--- src/rtl/fetch_unit.sv ---
// Instruction fetch stage: issues pc to a synchronous instruction memory, captures the
// returned word and hands it to decode over a valid/ready handshake, with redirect support.
module fetch_unit #(
    parameter logic [31:0] RESET_PC = 32'h0000_1000
) (
    input  logic        clk,
    input  logic        reset,
    output logic [31:0] imem_address,
    input  logic [31:0] imem_data_out,
    output logic [31:0] instr,
    output logic [31:0] instr_pc,
    output logic        instr_valid,
    input  logic        instr_ready,
    input  logic        redirect_valid,
    input  logic [31:0] redirect_pc,
    output logic        misalign_err,
    output logic [15:0] fetch_count
);

    typedef enum logic [1:0] {
        ISSUE,
        CAPTURE,
        VALID,
        ERR
    } state_t;

    localparam logic [31:0] NOP = 32'h0000_0013;

    state_t      state;
    logic [31:0] pc;
    logic        redirect_ok;
    logic        redirect_bad;

    assign imem_address = pc;
    assign redirect_ok  = redirect_valid && (redirect_pc[1:0] == 2'b00);
    assign redirect_bad = redirect_valid && (redirect_pc[1:0] != 2'b00);

    always_ff @(posedge clk or negedge reset) begin
        if (!reset) begin
            state        <= ISSUE;
            pc           <= RESET_PC;
            instr        <= NOP;
            instr_pc     <= RESET_PC;
            instr_valid  <= 1'b0;
            misalign_err <= 1'b0;
            fetch_count  <= 16'h0000;
        end else begin
            case (state)
                ISSUE: state <= CAPTURE;
                CAPTURE: begin
                    instr       <= imem_data_out;
                    instr_pc    <= pc;
                    instr_valid <= 1'b1;
                    state       <= VALID;
                end
                VALID: begin
                    if (instr_ready) begin
                        fetch_count <= fetch_count + 16'd1;
                        pc          <= pc + 32'd4;
                        instr_valid <= 1'b0;
                        state       <= ISSUE;
                    end
                end
                ERR: ;
            endcase

            // NOTE: redirects are written after the case so their non-blocking updates
            // override the normal next-state and next-pc, while a same-edge transfer still counts.
            if (state != ERR) begin
                if (redirect_bad) begin
                    pc           <= pc;
                    instr_valid  <= 1'b0;
                    misalign_err <= 1'b1;
                    state        <= ERR;
                end else if (redirect_ok) begin
                    pc          <= redirect_pc;
                    instr_valid <= 1'b0;
                    state       <= ISSUE;
                end
            end
        end
    end

endmodule

--- config.mk ---
export PLATFORM = sky130hd
export DESIGN_NAME = fetch_unit
export DESIGN_NICKNAME = d
export VERILOG_FILES = /design/src/rtl/fetch_unit.sv
export SDC_FILE = /design/constraint.sdc
export NUM_CORES = 1
export LEC_CHECK = 0
export CORE_MARGIN = 4
export CORE_UTILIZATION = 30
export CTS_BUF_LIST = sky130_fd_sc_hd__clkbuf_8 sky130_fd_sc_hd__clkbuf_16
export DETAILED_ROUTE_END_ITERATION = 12
export SETUP_SLACK_MARGIN = 0.05
export SLEW_MARGIN = 20
export SYNTH_ARGS = -nofsm -noshare
export SYNTH_HDL_FRONTEND = slang
export SYNTH_SLANG_ARGS = --single-unit
--- constraint.sdc ---
create_clock -name clk -period 2.65 [get_ports clk]
set_input_delay 0.53 -clock clk [delete_from_list [all_inputs] [get_ports clk]]
set_output_delay 0.53 -clock clk [all_outputs]
set_load 0.02 [all_outputs]
Yosys cells after proc, flatten, opt, wreduce, memory -nomap -nowiden
Cells that the tools add are included.
Word-level totals
  bits in registers: 116
  input port bits: 68
  output and inout bits: 114
Cells by class
  add/subtract/negate cells: 2
  equality and inequality tests: 4
  muxes and demuxes: 15
  reductions and logical operators: 7
Operators with widths (count)
  $mux 32: 5
  $add 32x3->32 const B: 1
  $add 16x1->16 const B: 1
  $mux 2: 4
  $pmux 2 s3: 1
  $logic_not 2->1: 2
  $mux 1: 4
  $ne 2x2->1 const B: 2
  $reduce_and 2->1: 2
  $eq 2x1->1 const B: 1
  $eq 2x2->1 const B: 1
  $logic_and 1x1->1: 2
  $pmux 1 s2: 1
  $reduce_bool 2->1: 1

Depth between registers and ports, before layout
  word-level depth: 6
  depth in mapped cells: 7

Worst setup path before layout
OpenSTA, ideal clock, no wires.
  path type: register to register
  start: register state[0]
  end: register pc[24] (netlist: imem_address[24])
  arrival time: 1.809 ns
  data required time: 2.568 ns
  setup slack: 0.759 ns
  stages on the path, launching flop included: 8
  buffers on the path: 0
  clock period less this slack: 1.891 ns
  path through: dfrtp_1 inv_1 ha_1 nand4_1 nor4_2 nand3_1 or3_1 a31oi_1
Between the ends
  longest elaborated chain between the ends: 5
  elaborated cells on any way between the ends: 7
  those cells by class: eq/ne: 3; mux: 4
Ends and longest elaborated chain
  start: declaration: line 29  | state_t state;
  start signal: assignment: line 40  | state <= ISSUE;
  start signal: assignment: line 49  | ISSUE: state <= CAPTURE;
  start signal: assignment: line 54  | state <= VALID;
  $eq 2x2->1: line 48  | case (state)
  $mux 32: line 48
  $mux 32: line 75  | end else if (redirect_ok) begin
  $mux 32: line 70  | if (redirect_bad) begin
  $mux 32: line 69  | if (state != ERR) begin
  end signal: assignment: line 59  | pc <= pc + 32'd4;
  end signal: assignment: line 71  | pc <= pc;
  end signal: assignment: line 76  | pc <= redirect_pc;
  end: declaration: line 30  | logic [31:0] pc;
Several ways; a longest one is shown, not always the timed one. The select of a mux whose other input is x is not followed.
A chain may end at the register's enable or synchronous reset.

Final worst setup path
  start: register state[0]
  end: register pc[15] (netlist: imem_address[15])
The elaborated chain is that of the path after synthesis.

==> results.py <==
metrics = {
    "outcome": {
        "outcome": "finished clean",
    },
    "pwr": {
        "p_comb_share_pct": 43.4,
        "internal_power_mw": 6.339,
        "p_sw_mw": 3.533,
        "powerDensity_nw_per_um2": 1235,
        "ir_drop_mv": 0.5507,
        "p_total_mw": 9.872,
        "seqPwrFrac_pct": 31.4,
        "switching_share_pct": 35.79,
        "clock_power_share_pct": 25.1,
        "p_leak_nw": 3.213,
    },
    "floorplanning": {
        "num_rows": 47,
        "die_w_microns": 139.9,
        "chipHeight_microns": 139.9,
        "die_area_sq_um": 19560,
        "start_util_pct": 31.01,
        "core_sq_um": 16820,
        "pin_count": 182,
    },
    "cells_and_area": {
        "final_nets": 707,
        "mostFrequentLayoutCell": "clkdlybuf4s50_1",
        "antenna_cells": 0,
        "fin_util_pct": 47.54,
        "fin_cells": 866,
        "area_growth_pct": 53.27,
        "drive_above_1_share_pct": 19.81,
        "layout_common_cells": "clkdlybuf4s50_1 (180), dfrtp_1 (111), mux2_2 (64), nor2_1 (34), nand2_1 (24)",
    },
    "grt": {
        "overflow": 0,
        "grt_start_max_net_pins": 49,
        "antenna_found_initial": 0,
        "grt_pass1_vias": 4352,
        "track_usage_pct": 15.57,
        "grt_pass1_wl_mm": 24.09,
    },
    "yosys": {
        "ys_seq_area_share_pct": 55.77,
        "synth_top_flop_cell": "dfrtp_1",
        "synth_area_per_cell_sq_um": 11.88,
        "netlist_area_sq_um": 5216,
        "async_flop_share_pct": 100.0,
        "syn_inst": 439,
        "syn-num-nets": 513,
        "ys_ff_latch": 116,
        "ys_warn_count": 0,
        "synth_edf_count": 0,
        "synth_cell_types": 52,
    },
    "sta": {
        "fin_crit_ns": 2.235,
        "max_freq_ghz": 0.4474,
        "worst-slew-pin-transition_ns": 0.7469,
        "finalCritPeriodShare_pct": 84.34,
        "hold_violations": 0,
        "slew_violations": 0,
        "rsz0062_at_grt": "no",
        "final-setup-viol-count": 0,
        "tns_ns": 0,
        "relSlewSlack_pct": 49.87,
        "finClkSkew_ns": 0.008401,
    },
    "clocking": {
        "cts_max_level": 4,
        "clk_pin_slew_ns": 0.06,
        "holdBufCountCts": 0,
        "cts_buffers": 17,
        "postCtsSetupBuffers": 0,
        "max-clock-path-buffers": 2,
        "cts_resized": 0,
        "tritoncts": "yes",
        "clkSinkCount": 116,
        "cts-root-buf": "clkbuf_16",
        "clk_latency_ns": 0.41,
    },
    "drt": {
        "first_iter_violations": 238,
        "wirelength_mm": 15.10,
        "post-route-drc-count": 0,
        "vias_per_cell": 4.901,
        "ant_nets": 0,
        "drt_pass1_iterations": 4,
        "wire_per_inst_microns": 17.44,
        "vias": 4244,
    },
    "critical_path": {
        "critical-path-slowest-cell": "or3_4",
        "cpPeakStageDelay_ns": 0.46,
        "critPathBufInv": 1,
        "path_delay_family": "simple AND/OR/NAND/NOR gates",
        "critical_path.cell_chain": "inv_1 -> ha_1 -> nand4_1 -> or3_4 -> nor2_2 -> a311oi_1 -> a211oi_1",
        "critPathKind": "reg2reg",
        "endpoint_kind": "flip-flop",
        "critPathArrivalTime_ns": 2.54,
        "cp_max_fo": 7,
        "startpoint_type": "flip-flop",
        "required_ns": 2.95,
    },
    "placed_design": {
        "gp_congestion": 0.8248,
        "port_buffers": 181,
        "place_inst": 834,
        "post-dp-hpwl_mm": 11.46,
    },
    "run": {
        "maxCapViolCount": 0,
    },
    "hold_path": {
        "hold_class": "in2async",
    },
}
-- worst register-to-register path, delay by kind of cell, from the launching register on --
family	cells	cell delay [ns]
AND/OR/NAND/NOR	3	0.92
flip-flops	1	0.44
AO/OA/AOI/OAI	2	0.36
adder cells (fa/ha/maj)	1	0.30
buffers and inverters	1	0.11
-- layout make-up --
class,count,area (sq um)
multi-input combinational,295,2207
sequential,116,2909
fill,1563,8823
clock inverter,13,188.9
clock buffer,19,452.9
timing repair buffer,193,1924
tap,220,275.3
inverter,10,37.54
-- metal layers --
| metal | wire length [microns] | GRT usage (%) |
|---|---|---|
| met1 | 6585 | 20.76 |
| met2 | 7364 | 24.46 |
| met3 | 1003 | 4.528 |
| met4 | 151 | 4.997 |
| met5 | 0 | 0 |
-- state kept, by name, indices dropped and copies added (netlist names) --
register,count
fetch_count,16
imem_address,32
instr,32
instr_pc,32
instr_valid,1
misalign_err,1
state,2
-- Yosys cell counts, drive strengths merged (7+ instances only) --
| cell | instances | area (sq um) |
|---|---|---|
| inv | 10 | 37.54 |
| mux2 | 64 | 720.7 |
| nor2 | 38 | 152.6 |
| a211oi | 13 | 102.6 |
| nand3 | 20 | 100.1 |
| and3 | 7 | 43.79 |
| xor2 | 7 | 61.31 |
| nand4 | 13 | 87.58 |
| clkbuf | 15 | 57.55 |
| nand2 | 24 | 90.09 |
| dfrtp | 111 | 2778 |
| o21ai | 12 | 60.06 |
| nor3 | 14 | 97.59 |
| xnor2 | 10 | 87.58 |
| a21oi | 16 | 80.08 |
-- worst paths after layout --
kind / startpoint / to / slack [ns] / cells after the start
max: state[0] / imem_address[15] / 0.41 / 7
min: reset / instr_pc[9] / 0.05 / 1
max reg2reg: state[0] / imem_address[15] / 0.41 / 7
min reg2reg: misalign_err / misalign_err / 0.47 / 1
max in group asynchronous: reset / instr[4] / 1.87 / 2
min in group clk: misalign_err / misalign_err / 0.47 / 1
-- power by group through the flow --
stage                     Sequential, mW  Combinational [mW]  Clock, mW
final                               3.10                4.29       2.48
after global placement              3.11                4.29          0
after global routing                3.23                4.60       2.62
after detailed placement            3.13                4.35          0
after floorplan                     3.77                1.64          0
after CTS                           3.11                4.36       2.54
-- stage by stage --
stage | hold slack [ns] | setup slack [ns] | cell area [sq um]
global route | 0.07443 | 0.2332 | 7995
detailed placement | 0.4551 | 0.1327 | 7353
CTS | 0.04812 | 0.4271 | 7995
floorplan | 0.2344 | 0.7593 | 5216
finish | 0.04560 | 0.4149 | 7995
global placement | 0.4566 | 0.2023 | 7353
-- kinds of logic (layout without fill, tap and decap cells) --
group | after synthesis | count (layout) | share of synthesized area, %
XOR/XNOR | 17 | 17 | 2.854
buffers and inverters | 28 | 235 | 2.159
AO/OA/AOI/OAI | 64 | 64 | 8.468
multiplexers | 66 | 66 | 14.20
AND/OR/NAND/NOR | 142 | 142 | 15.11
adder cells (fa/ha/maj) | 6 | 6 | 1.439
flip-flops | 116 | 116 | 55.77
No activity file was read; power rests on OpenSTA's default activity.
==> RTL edit, RTL diff (config.mk and constraints unchanged) <==
Make the reset (`reset`) synchronous in one clocked block.
--- a/src/rtl/fetch_unit.sv
+++ b/src/rtl/fetch_unit.sv
@@ -35,7 +35,7 @@
     assign redirect_ok  = redirect_valid && (redirect_pc[1:0] == 2'b00);
     assign redirect_bad = redirect_valid && (redirect_pc[1:0] != 2'b00);
 
-    always_ff @(posedge clk or negedge reset) begin
+    always_ff @(posedge clk) begin
         if (!reset) begin
             state        <= ISSUE;
             pc           <= RESET_PC;
Function: differs if reset is asserted again (counterexample within 4 cycles, from zero or initial values and one cycle with reset low); with reset held inactive, the same outputs for 4 cycles.
==> RTL edit against the original RTL <==
  * Worst setup slack got worse by 0.15 ns
  * Cell area rose by 0.50%
  * Routed wire length rose by 13%
  * Global-route usage rose by 1.8 points
  * Die area rose by 0.82%
  * Core utilization fell by 0.92 points
  * Sequential cell count did not move
  * Area after synthesis rose by 0.86%
  * Critical path type unchanged
  * Largest cell class is now multi-input gates
  * Highest routed layer unchanged
Power is not compared: it rests on default switching activity, and its combinational part moved more than twofold at a synthesized area within 25%.
==> RTL edit: results (changes against the original RTL) <==
* Warnings from Yosys at 0 (unchanged)
* Worst hold path class: flip-flop to flip-flop (was primary input to async pin)
* Slew at the pin with the worst max-slew slack at 0.682 ns (was 0.747 ns)
* Maximum fanout along the worst path at 16 (was 7)
* Share of the synthesized area in compound gates (AO/OA/AOI/OAI) at 0.111 (was 0.0847)
* Number of global-route vias before repair at 5301 (was 4352)
* Post-synth ARST share at 0 (was 1.00)
* Worst-case register-to-register setup slack at 0.27 ns (was 0.41 ns)
* Most used flip-flop cell after synthesis: sky130_fd_sc_hd__dfxtp_1 (was sky130_fd_sc_hd__dfrtp_1)
* Leading post-synthesis cells by instance count: sky130_fd_sc_hd__dfxtp_1, sky130_fd_sc_hd__nor2_1, sky130_fd_sc_hd__mux2i_1, sky130_fd_sc_hd__nand2_1, sky130_fd_sc_hd__clkbuf_1 (was sky130_fd_sc_hd__dfrtp_1, sky130_fd_sc_hd__mux2_2, sky130_fd_sc_hd__nor2_1, sky130_fd_sc_hd__nand2_1, sky130_fd_sc_hd__nand3_1)
* Post-placement worst setup slack at 0.0396 ns (was 0.133 ns)
* Post-layout net count at 847 (was 707)
* Synthesized net count at 661 (was 513)
* XOR/XNOR Fraction of Synth Area at 0.0200 (was 0.0285)
* Layout filler cell count at 1628 (was 1563)
* DPL Wire Length at 12100 um (was 11500 um)
* Static leakage at roughly 2.8 nW
* Top area cells in the synthesized netlist: sky130_fd_sc_hd__dfxtp_1, sky130_fd_sc_hd__mux2i_1, sky130_fd_sc_hd__nor2_1, sky130_fd_sc_hd__nand2_1, sky130_fd_sc_hd__o21ai_0 (was sky130_fd_sc_hd__dfrtp_1, sky130_fd_sc_hd__mux2_2, sky130_fd_sc_hd__dfstp_2, sky130_fd_sc_hd__nor2_1, sky130_fd_sc_hd__nand3_1)
* Arrival time at the worst endpoint at 2.70 ns (was 2.54 ns)
* Origin of the critical flop-to-flop path: state[0] (unchanged)
* Count of different cell masters after synthesis at 59 (was 52)
* Outcome: finished, final reports clean (unchanged)
* Share of cell area taken by muxes after synthesis at 0.154 (was 0.142)
* First-pass GRT wire length at 27800 um (was 24100 um)
* Layout cells sized above 1 at 0.0906 (was 0.198)
* Adder-cell share of the synthesized area at 0.0143 (was 0.0144)
* Fraction of the yosys area taken by sequential cells at 0.441 (was 0.558)
* Total global routing track utilization at 0.174 (was 0.156)
* Iter 0 DRT Violations at 367 (was 238)
* Routed Wire Length at 17000 um (was 15100 um)
* Setup clock skew after layout at 0.0133 ns (was 0.00840 ns)
* RePlAce Congestion at 0.876 (was 0.825)
* Via count at 5089 (was 4244)
* Antenna violations before repair at 0 (unchanged)
* Capture point of the worst reg-to-reg path: imem_address[24] (was imem_address[15])
==> RTL edit: changes by cell type after synthesis, moves of 9 or more <==
cell / delta
sky130_fd_sc_hd__o21ai_0: +12
sky130_fd_sc_hd__dfxtp_1: +116
sky130_fd_sc_hd__buf_1: +10
sky130_fd_sc_hd__dfrtp_1: -111
sky130_fd_sc_hd__clkbuf_1: +12
sky130_fd_sc_hd__nand2_1: +14
sky130_fd_sc_hd__nor2_1: +56
sky130_fd_sc_hd__mux2_2: -57
sky130_fd_sc_hd__or3_1: +12
sky130_fd_sc_hd__a211oi_1: -9
sky130_fd_sc_hd__mux2i_1: +71
==> RTL edit: where the power goes <==
part	internal, mW	switching, mW	total, mW
Sequential	1.83	0.0816	1.91
Clock	1.44	0.804	2.24
Combinational	0.407	0.393	0.800
Total	3.67	1.28	4.95
==> RTL edit: layout make-up <==
class                      instances  area share
sequential                       116       0.289
timing repair buffer             208       0.255
tap                              225      0.0350
clock inverter                    10      0.0135
clock buffer                      20      0.0581
inverter                           8     0.00389
multi-input combinational        422       0.345
antenna                            1    0.000311
==> RTL edit: worst max-delay path, stage by stage (launching register included) <==
cell and delay (ns):
sky130_fd_sc_hd__dfxtp_1 0.37, sky130_fd_sc_hd__inv_1 0.10, sky130_fd_sc_hd__ha_1 0.34, sky130_fd_sc_hd__nand3_4 0.10, sky130_fd_sc_hd__or4_1 0.51, sky130_fd_sc_hd__buf_4 0.20
sky130_fd_sc_hd__or4b_1 0.53, sky130_fd_sc_hd__o211ai_1 0.13
==> RTL edit: metal layers <==
layer | share of wire | GRT usage | routed length, um | up-vias
met2 | 0.48 | 0.283 | 8100 | 189
met5 | 0 | 0 | 0 | -
met1 | 0.45 | 0.221 | 7570 | 2397
met4 | 0.0084 | 0.0541 | 143 | 0
met3 | 0.069 | 0.0546 | 1180 | 14
li1 | - | - | - | 2489
==> RTL edit: worst max-delay path by stage <==
stage               startpoint  slack [ns]          endpoint  cells after the start
2_1_floorplan  imem_address[2]        0.43  imem_address[28]                      7
3_3_place_gp       instr_ready        0.12  imem_address[19]                      6
3_5_place_dp       instr_ready        0.04  imem_address[25]                      6
4_1_cts               state[0]        0.28  imem_address[24]                      7
5_1_grt               state[0]        0.12  imem_address[24]                      7
6_report              state[0]        0.27  imem_address[24]                      7
==> RTL edit: stage by stage <==
stage	hold slack, ns	std cells	instance area [sq um]	utilization
after global routing	0.502	1009	8030	0.466
after detailed placement	0.455	979	7460	0.433
after global placement	0.456	979	7460	0.433
after CTS	0.470	1009	8030	0.466
final	0.464	1010	8040	0.466
after floorplan	0.508	587	5260	-
